===== src/rtl/mult_div_unit.sv =====
// Iterative HI/LO multiply/divide unit.
// Signed ops are reduced to magnitudes at start and the sign is restored in FIX.
// Multiply is shift-add over WIDTH cycles, divide is restoring shift-subtract.
// {pa,pb} is the shared working register:
//   multiply: pa = running upper partial sum, pb = multiplier shifting out / product low bits
//   divide:   pa = partial remainder, pb = dividend shifting out / quotient bits shifting in
module mult_div_unit #(
  parameter int WIDTH = 32
) (
  input  logic             clk,
  input  logic             reset,
  input  logic             start,
  input  logic [1:0]       op,
  input  logic [WIDTH-1:0] operandA,
  input  logic [WIDTH-1:0] operandB,
  input  logic             hiWrite,
  input  logic             loWrite,
  input  logic [WIDTH-1:0] writeData,
  output logic             busy,
  output logic             done,
  output logic             divByZero,
  output logic [WIDTH-1:0] hi,
  output logic [WIDTH-1:0] lo
);

  localparam int CW = (WIDTH > 1) ? $clog2(WIDTH) : 1;
  localparam logic [CW-1:0] LAST = CW'(WIDTH - 1);

  typedef enum logic [1:0] {IDLE, CALC, FIX} state_t;

  state_t           state;
  logic [CW-1:0]    cnt;
  logic             is_div;   // latched op[1]
  logic             neg_res;  // product / quotient must be negated
  logic             neg_rem;  // remainder takes the dividend's (negative) sign
  logic             dz;       // divisor was zero for this operation
  logic [WIDTH-1:0] m;        // multiplicand or divisor magnitude
  logic [WIDTH-1:0] pa;
  logic [WIDTH-1:0] pb;

  // operand magnitudes at launch (signed ops only take absolute values)
  logic             sgn_a, sgn_b;
  logic [WIDTH-1:0] mag_a, mag_b;

  always_comb begin
    sgn_a = ~op[0] & operandA[WIDTH-1];
    sgn_b = ~op[0] & operandB[WIDTH-1];
    mag_a = sgn_a ? (~operandA + 1'b1) : operandA;
    mag_b = sgn_b ? (~operandB + 1'b1) : operandB;
  end

  // one iteration of shift-add (multiply) or restoring shift-subtract (divide)
  logic [WIDTH:0]   mul_sum;
  logic [WIDTH:0]   r_sh;
  logic             r_ge;
  logic [WIDTH-1:0] r_diff;
  logic [WIDTH-1:0] pa_nx, pb_nx;

  always_comb begin
    mul_sum = {1'b0, pa} + (pb[0] ? {1'b0, m} : '0);
    r_sh    = {pa, pb[WIDTH-1]};
    r_ge    = r_sh >= {1'b0, m};
    // when r_ge holds the difference is below m, so modulo-2^WIDTH is exact
    r_diff  = r_sh[WIDTH-1:0] - m;
    if (is_div) begin
      pa_nx = r_ge ? r_diff : r_sh[WIDTH-1:0];
      pb_nx = {pb[WIDTH-2:0], r_ge};
    end else begin
      pa_nx = mul_sum[WIDTH:1];
      pb_nx = {mul_sum[0], pb[WIDTH-1:1]};
    end
  end

  // sign correction of the finished magnitudes
  logic [2*WIDTH-1:0] prod_fix;
  logic [WIDTH-1:0]   quo_fix, rem_fix;

  always_comb begin
    prod_fix = neg_res ? (~{pa, pb} + 1'b1) : {pa, pb};
    quo_fix  = neg_res ? (~pb + 1'b1) : pb;
    rem_fix  = neg_rem ? (~pa + 1'b1) : pa;
  end

  // control FSM with registered busy/done/divByZero and HI/LO
  always_ff @(posedge clk or negedge reset) begin
    if (!reset) begin
      state     <= IDLE;
      cnt       <= '0;
      is_div    <= 1'b0;
      neg_res   <= 1'b0;
      neg_rem   <= 1'b0;
      dz        <= 1'b0;
      m         <= '0;
      pa        <= '0;
      pb        <= '0;
      busy      <= 1'b0;
      done      <= 1'b0;
      divByZero <= 1'b0;
      hi        <= '0;
      lo        <= '0;
    end else begin
      done <= 1'b0;
      case (state)
        IDLE: begin
          if (start) begin
            // start wins over same-edge MTHI/MTLO strobes
            state     <= CALC;
            cnt       <= '0;
            busy      <= 1'b1;
            divByZero <= 1'b0;
            is_div    <= op[1];
            neg_res   <= sgn_a ^ sgn_b;
            neg_rem   <= sgn_a;
            dz        <= op[1] & (operandB == '0);
            m         <= op[1] ? mag_b : mag_a;
            pa        <= '0;
            pb        <= op[1] ? mag_a : mag_b;
          end else begin
            if (hiWrite) hi <= writeData;
            if (loWrite) lo <= writeData;
          end
        end
        CALC: begin
          pa  <= pa_nx;
          pb  <= pb_nx;
          cnt <= cnt + 1'b1;
          if (cnt == LAST) begin
            state <= FIX;
            cnt   <= '0;
          end
        end
        FIX: begin
          if (is_div) begin
            if (dz) begin
              divByZero <= 1'b1;
            end else begin
              lo <= quo_fix;
              hi <= rem_fix;
            end
          end else begin
            hi <= prod_fix[2*WIDTH-1:WIDTH];
            lo <= prod_fix[WIDTH-1:0];
          end
          done  <= 1'b1;
          busy  <= 1'b0;
          state <= IDLE;
        end
        default: state <= IDLE;
      endcase
    end
  end

endmodule


===== config.mk =====
export PLATFORM = sky130hd
export DESIGN_NAME = mult_div_unit
export DESIGN_NICKNAME = d
export VERILOG_FILES = /design/src/rtl/mult_div_unit.sv
export SDC_FILE = /design/constraint.sdc
export NUM_CORES = 1
export LEC_CHECK = 0
export BUFFER_PORTS_ARGS = -buffer_cell sky130_fd_sc_hd__buf_4
export CAP_MARGIN = 20
export CORE_UTILIZATION = 57
export DETAILED_ROUTE_END_ITERATION = 8
export GPL_TIMING_DRIVEN = 1
export MAX_ROUTING_LAYER = met4
export PLACE_DENSITY = 0.75
export SYNTH_ARGS = -nofsm -noshare
export SYNTH_HDL_FRONTEND = slang
export SYNTH_SLANG_ARGS = --single-unit

===== constraint.sdc =====
create_clock -name clk -period 4.4 [get_ports clk]
set_input_delay 0.88 -clock clk [delete_from_list [all_inputs] [get_ports clk]]
set_output_delay 0.88 -clock clk [all_outputs]
set_load 0.03 [all_outputs]

# Word level (Yosys, flattened, before mapping)
# Index checks and enable logic that the tools add are counted.
[op_classes]
addsub = 8
order_cmp = 1
n_eq_ne = 11
muxes = 38
bitwise = 10
n_reduce_logical = 11
[ops]
columns = ["op", "count"]
rows = [
  ["32-bit 2-to-1 mux", 20],
  ["32-bit case mux with 2 select lines", 4],
  ["32-bit by 1-bit adder with 32-bit output, second input constant", 4],
  ["32-bit NOT", 4],
  ["64-bit by 1-bit adder with 64-bit output, second input constant", 1],
  ["64-bit 2-to-1 mux", 1],
  ["64-bit NOT", 1],
  ["32-bit by 32-bit adder with 33-bit output", 1],
  ["33-bit by 32-bit >= comparator with 1-bit output", 1],
  ["32-bit logical NOT", 1],
  ["32-bit subtractor", 1],
  ["2-bit inequality test, second input constant", 7],
  ["4-bit AND reduction", 3],
  ["5-bit 2-to-1 mux", 2],
  ["5-bit case mux with 2 select lines", 1],
  ["2-bit AND reduction", 4],
  ["5-bit by 1-bit adder with 5-bit output, second input constant", 1],
  ["5-bit equality test, second input constant", 1],
  ["1-bit 2-to-1 mux", 5],
  ["2-bit 2-to-1 mux", 2],
  ["1-bit case mux with 2 select lines", 2],
  ["2-bit case mux with 2 select lines", 1],
  ["2-bit nonzero test", 2],
  ["1-bit bitwise AND", 3],
  ["other kinds (6)", 6],
]
[word_totals]
register_bits = 174
inputBits = 103
out_inout_bits = 67
word_cells = 93

# Longest topological paths before layout
[logic_depth]
ltp_word = 6
ltp_mapped = 15
depth_no_buf = 13

# Worst setup path before layout
# No wires, ideal clock.
[synth_timing]
path_type = "reg2reg"
start = "reg pb[0]"
end = "reg pa[31]"
setup_ns = 0.122
arrival_ns = 3.302
path_slack_ns = 0.977
stages_incl_launch_ff = 15
period_less_slack_ns = 3.423
cell_sequence = "dfrtp_1 > clkbuf_1 > inv_1 > clkbuf_1 > nor2_1 > ha_1 > o211ai_1 > a21oi_1 > o41a_1 > a41oi_2 > o31ai_1 > a311oi_1 > o21bai_1 > a211o_1 > a32o_1"
[synth_via]
elab_chain_cells = 4
[synth_lines]
columns = ["item", "line_no", "text"]
rows = [
  ["start: declaration", "39", "logic [WIDTH-1:0] pb;"],
  ["start signal: assignment", "117", "pb <= op[1] ? mag_a : mag_b;"],
  ["start signal: assignment", "125", "pb <= pb_nx;"],
  ["32-bit 2-to-1 mux", "60", "mul_sum = {1'b0, pa} + (pb[0] ? {1'b0, m} : '0);"],
  ["32-bit by 32-bit adder with 33-bit output", "60", ""],
  ["32-bit 2-to-1 mux", "65", "if (is_div) begin"],
  ["32-bit case mux with 2 select lines", "103", "case (state)"],
  ["end signal: assignment", "124", "pa <= pa_nx;"],
  ["end: declaration", "38", "logic [WIDTH-1:0] pa;"],
]
# No other way between the ends.
# A chain may end at the register's enable or synchronous reset.

# Final worst setup path
# Same ends and word-level chain as after synthesis.

==> qor.yml <==
clocking:
  cts.path.max_buffers: 2
  root_buffer: "clkbuf_16"
  cts_resized: 0
  cts_tree: "done"
  clock_sinks: 174
  htreeDepth: 4
  worstSkewPairLatency_ps: 460
  numCtsBuffers: 17
  holdBufCountCts: 0
  post-cts-setup-buffer-count: 0
  path_clk_slew_ps: 80
placement:
  pre_cts_ws_ps: 506.6
  dp_cells: 2396
  place_hpwl_um: 41550
  io_buffer_count: 169
  gp_congestion: 0.9974
  placed_cell_area_um2: 16680
synthesis:
  syn-cell-area_um2: 15150
  yosys_warnings: 0
  synth.most_common_cell: "nand2_1"
  ys_types: 79
  synthesis.nets: 2150
  synth_edf_count: 0
  synth_seq_area_share: 0.2875
  ys_ff_latch: 174
  synth_top_area_cell: "dfrtp_1"
  async_flop_share: 1.000
  yosysTopAreaCellShare: 0.2875
  synth.avg_cell_area_um2: 7.669
  ys_top_cells_by_count: "nand2_1 (233), nor2_1 (232), o21ai_0 (182)"
  synthTopCellsByArea: "dfrtp_1 (29%), o21ai_0 (6.0%), ha_1 (5.8%)"
  synth_ff_type: "dfrtp_1"
  syn_inst: 1975
layout:
  fin_util: 0.6649
  n_antenna_cell: 0
  fillers: 2248
  fin_area_um2: 17330
  syn2layout_area_growth_pct: 14.39
  layout-drive-gt1-share: 0.1328
  fin_nets: 2255
  fin_cells: 2428
timing:
  period_share: 0.9165
  hold_slack_ps: 485.0
  timing.final.ws_setup_ps: 367.3
  report.final.hold_viol_count: 0
  relSlewSlack: 0.2419
  final.setup.tns_ps: 0
  slew_viol_final: 0
  rsz0062_at_grt: "no"
  layout_min_cycle_time_ps: 4033
  max_freq_ghz: 0.2480
  setup-violations-final: 0
  skew_ps: 20.64
  worstMarginPinSlew_ps: 1133
floorplanning:
  rows: 59
  core-area_um2: 26060
  boundaryPins: 170
  start_util: 0.5812
  die-area_um2: 27230
  die_h_um: 165.0
  die_x_um: 165.0
global_routing:
  grt-busiest-layer: "met2"
  antenna_found_initial: 0
  gr-usage-all-layers: 0.4089
  grt_pass1_vias: 14418
  grt_max_degree: 99
  gr-total-overflow: 0
  grtUsageMet3: 0.07659
  use_met2: 0.6076
  grt_pass1_wl_um: 81880
  met1_usage: 0.5271
outcome:
  status: "finished, final reports clean"
drt:
  drt_pass1_iterations: 6
  postRouteAntennaNets: 0
  wl_per_cell_um: 22.23
  via_per_inst: 6.524
  drc: 0
  drt-initial-drc-count: 1914
  routed_wl_um: 53980
  route.vias.total: 15841
worst_hold_path:
  min_path_cells: 2
  holdCritPathClass: "reg2reg"
  min_from: "hi[6]$_DFFE_PN0P_"
  whs_endpoint: "hi[6]$_DFFE_PN0P_"
critical_path:
  worst-setup-path-type: "reg2reg"
  r2r_cells: 13
  critPathLaunch: "pb[0]$_DFFE_PN0P_"
  startpoint_type: "register"
  crit_fanout: 16
  endpoint_kind: "register"
  critPathArrivalTime_ps: 4370
  r2r_setup_slack_ps: 370
  r2r-start: "pb[0]$_DFFE_PN0P_"
  worstPathRequired_ps: 4740
  r2r-end: "pa[31]$_DFFE_PN0P_"
pwr:
  power_density_nw_per_um2: 883.4
  vdd_drop_max_v: 0.0006475
  power.total_mw: 15.31
  p_leak_nw: 7.707
job:
  maxCapViolCount: 0
cell usage in the layout (no fill, tap or decap), types with 14 or more instances in the layout:
cell,netlist,final
dfrtp_1,174,173
or3_1,17,17
clkbuf_16,0,17
a21o_1,40,40
nor2_1,232,231
nand2_1,233,233
nand2b_1,21,19
ha_1,70,70
a211oi_1,27,27
o221ai_1,14,14
nor4_1,18,18
inv_1,69,69
o21ai_0,182,182
buf_4,0,202
nand3_1,27,27
xnor2_1,88,88
and3_1,16,16
o211ai_1,20,20
xor2_1,74,74
nor3_1,39,39
mux2i_1,46,46
a21oi_1,172,172
a31oi_1,33,33
o31ai_1,36,36
layout make-up:
cell class                 instances  area, um2  area share
clock buffer                      17      425.4     0.02455
clock inverter                    15      220.2     0.01271
inverter                          70      262.8     0.01517
multi-input combinational       1612      10070      0.5815
sequential                       174       4355      0.2514
tap                              335      419.2     0.02419
timing repair buffer             205       1568     0.09049
layer usage:
| metal | vias up | wire (um) |
|---|---|---|
| met1 | 7477 | 22360 |
| met5 | - | 0 |
| met3 | 170 | 5040 |
| li1 | 7327 | - |
| met2 | 867 | 23730 |
| met4 | 0 | 2858 |
worst max path at each step:
stage                         endpoint
detailed placement  pa[31]$_DFFE_PN0P_
CTS                 pa[31]$_DFFE_PN0P_
global route        pa[31]$_DFFE_PN0P_
global placement    pa[31]$_DFFE_PN0P_
finish              pa[31]$_DFFE_PN0P_
floorplan           pa[31]$_DFFE_PN0P_
state kept, by name, summed over array words and instances (netlist names), 2 cells and up:
signal,cells
hi,32
cnt,5
pb,32
lo,32
m,32
state,2
pa,32
cells by family (layout without fill, tap and decap cells):
family | count (synthesis) | count (layout) | share of synthesized area
flip-flops | 174 | 174 | 0.2875
adder cells (fa/ha/maj) | 72 | 72 | 0.06047
AND/OR/NAND/NOR | 681 | 681 | 0.2042
XOR/XNOR | 162 | 162 | 0.09368
AO/OA/AOI/OAI | 639 | 639 | 0.2668
buffers and inverters | 189 | 307 | 0.04800
multiplexers | 58 | 58 | 0.03932
critical path, stage by stage (launching register included):
cell and delay [ps]:
dfrtp_1 480, inv_1 390, buf_4 290, nor2_1 80, ha_1 340, o21a_1 200
a2111oi_0 580, o41ai_1 150, a21oi_1 200, o31ai_1 150, a311oi_1 380, o21bai_1 120
a211o_1 300, a32o_1 250
report_power, final:
group          switching (mW)  internal, mW  leakage, nW  total, mW
clock network           0.861         0.802        0.309       1.66
logic                    6.22          4.05         5.29       10.3
registers                1.03          2.35         2.10       3.37
total                    8.11          7.20         7.71       15.3
Note: power is estimated with default switching activity, not from simulation.
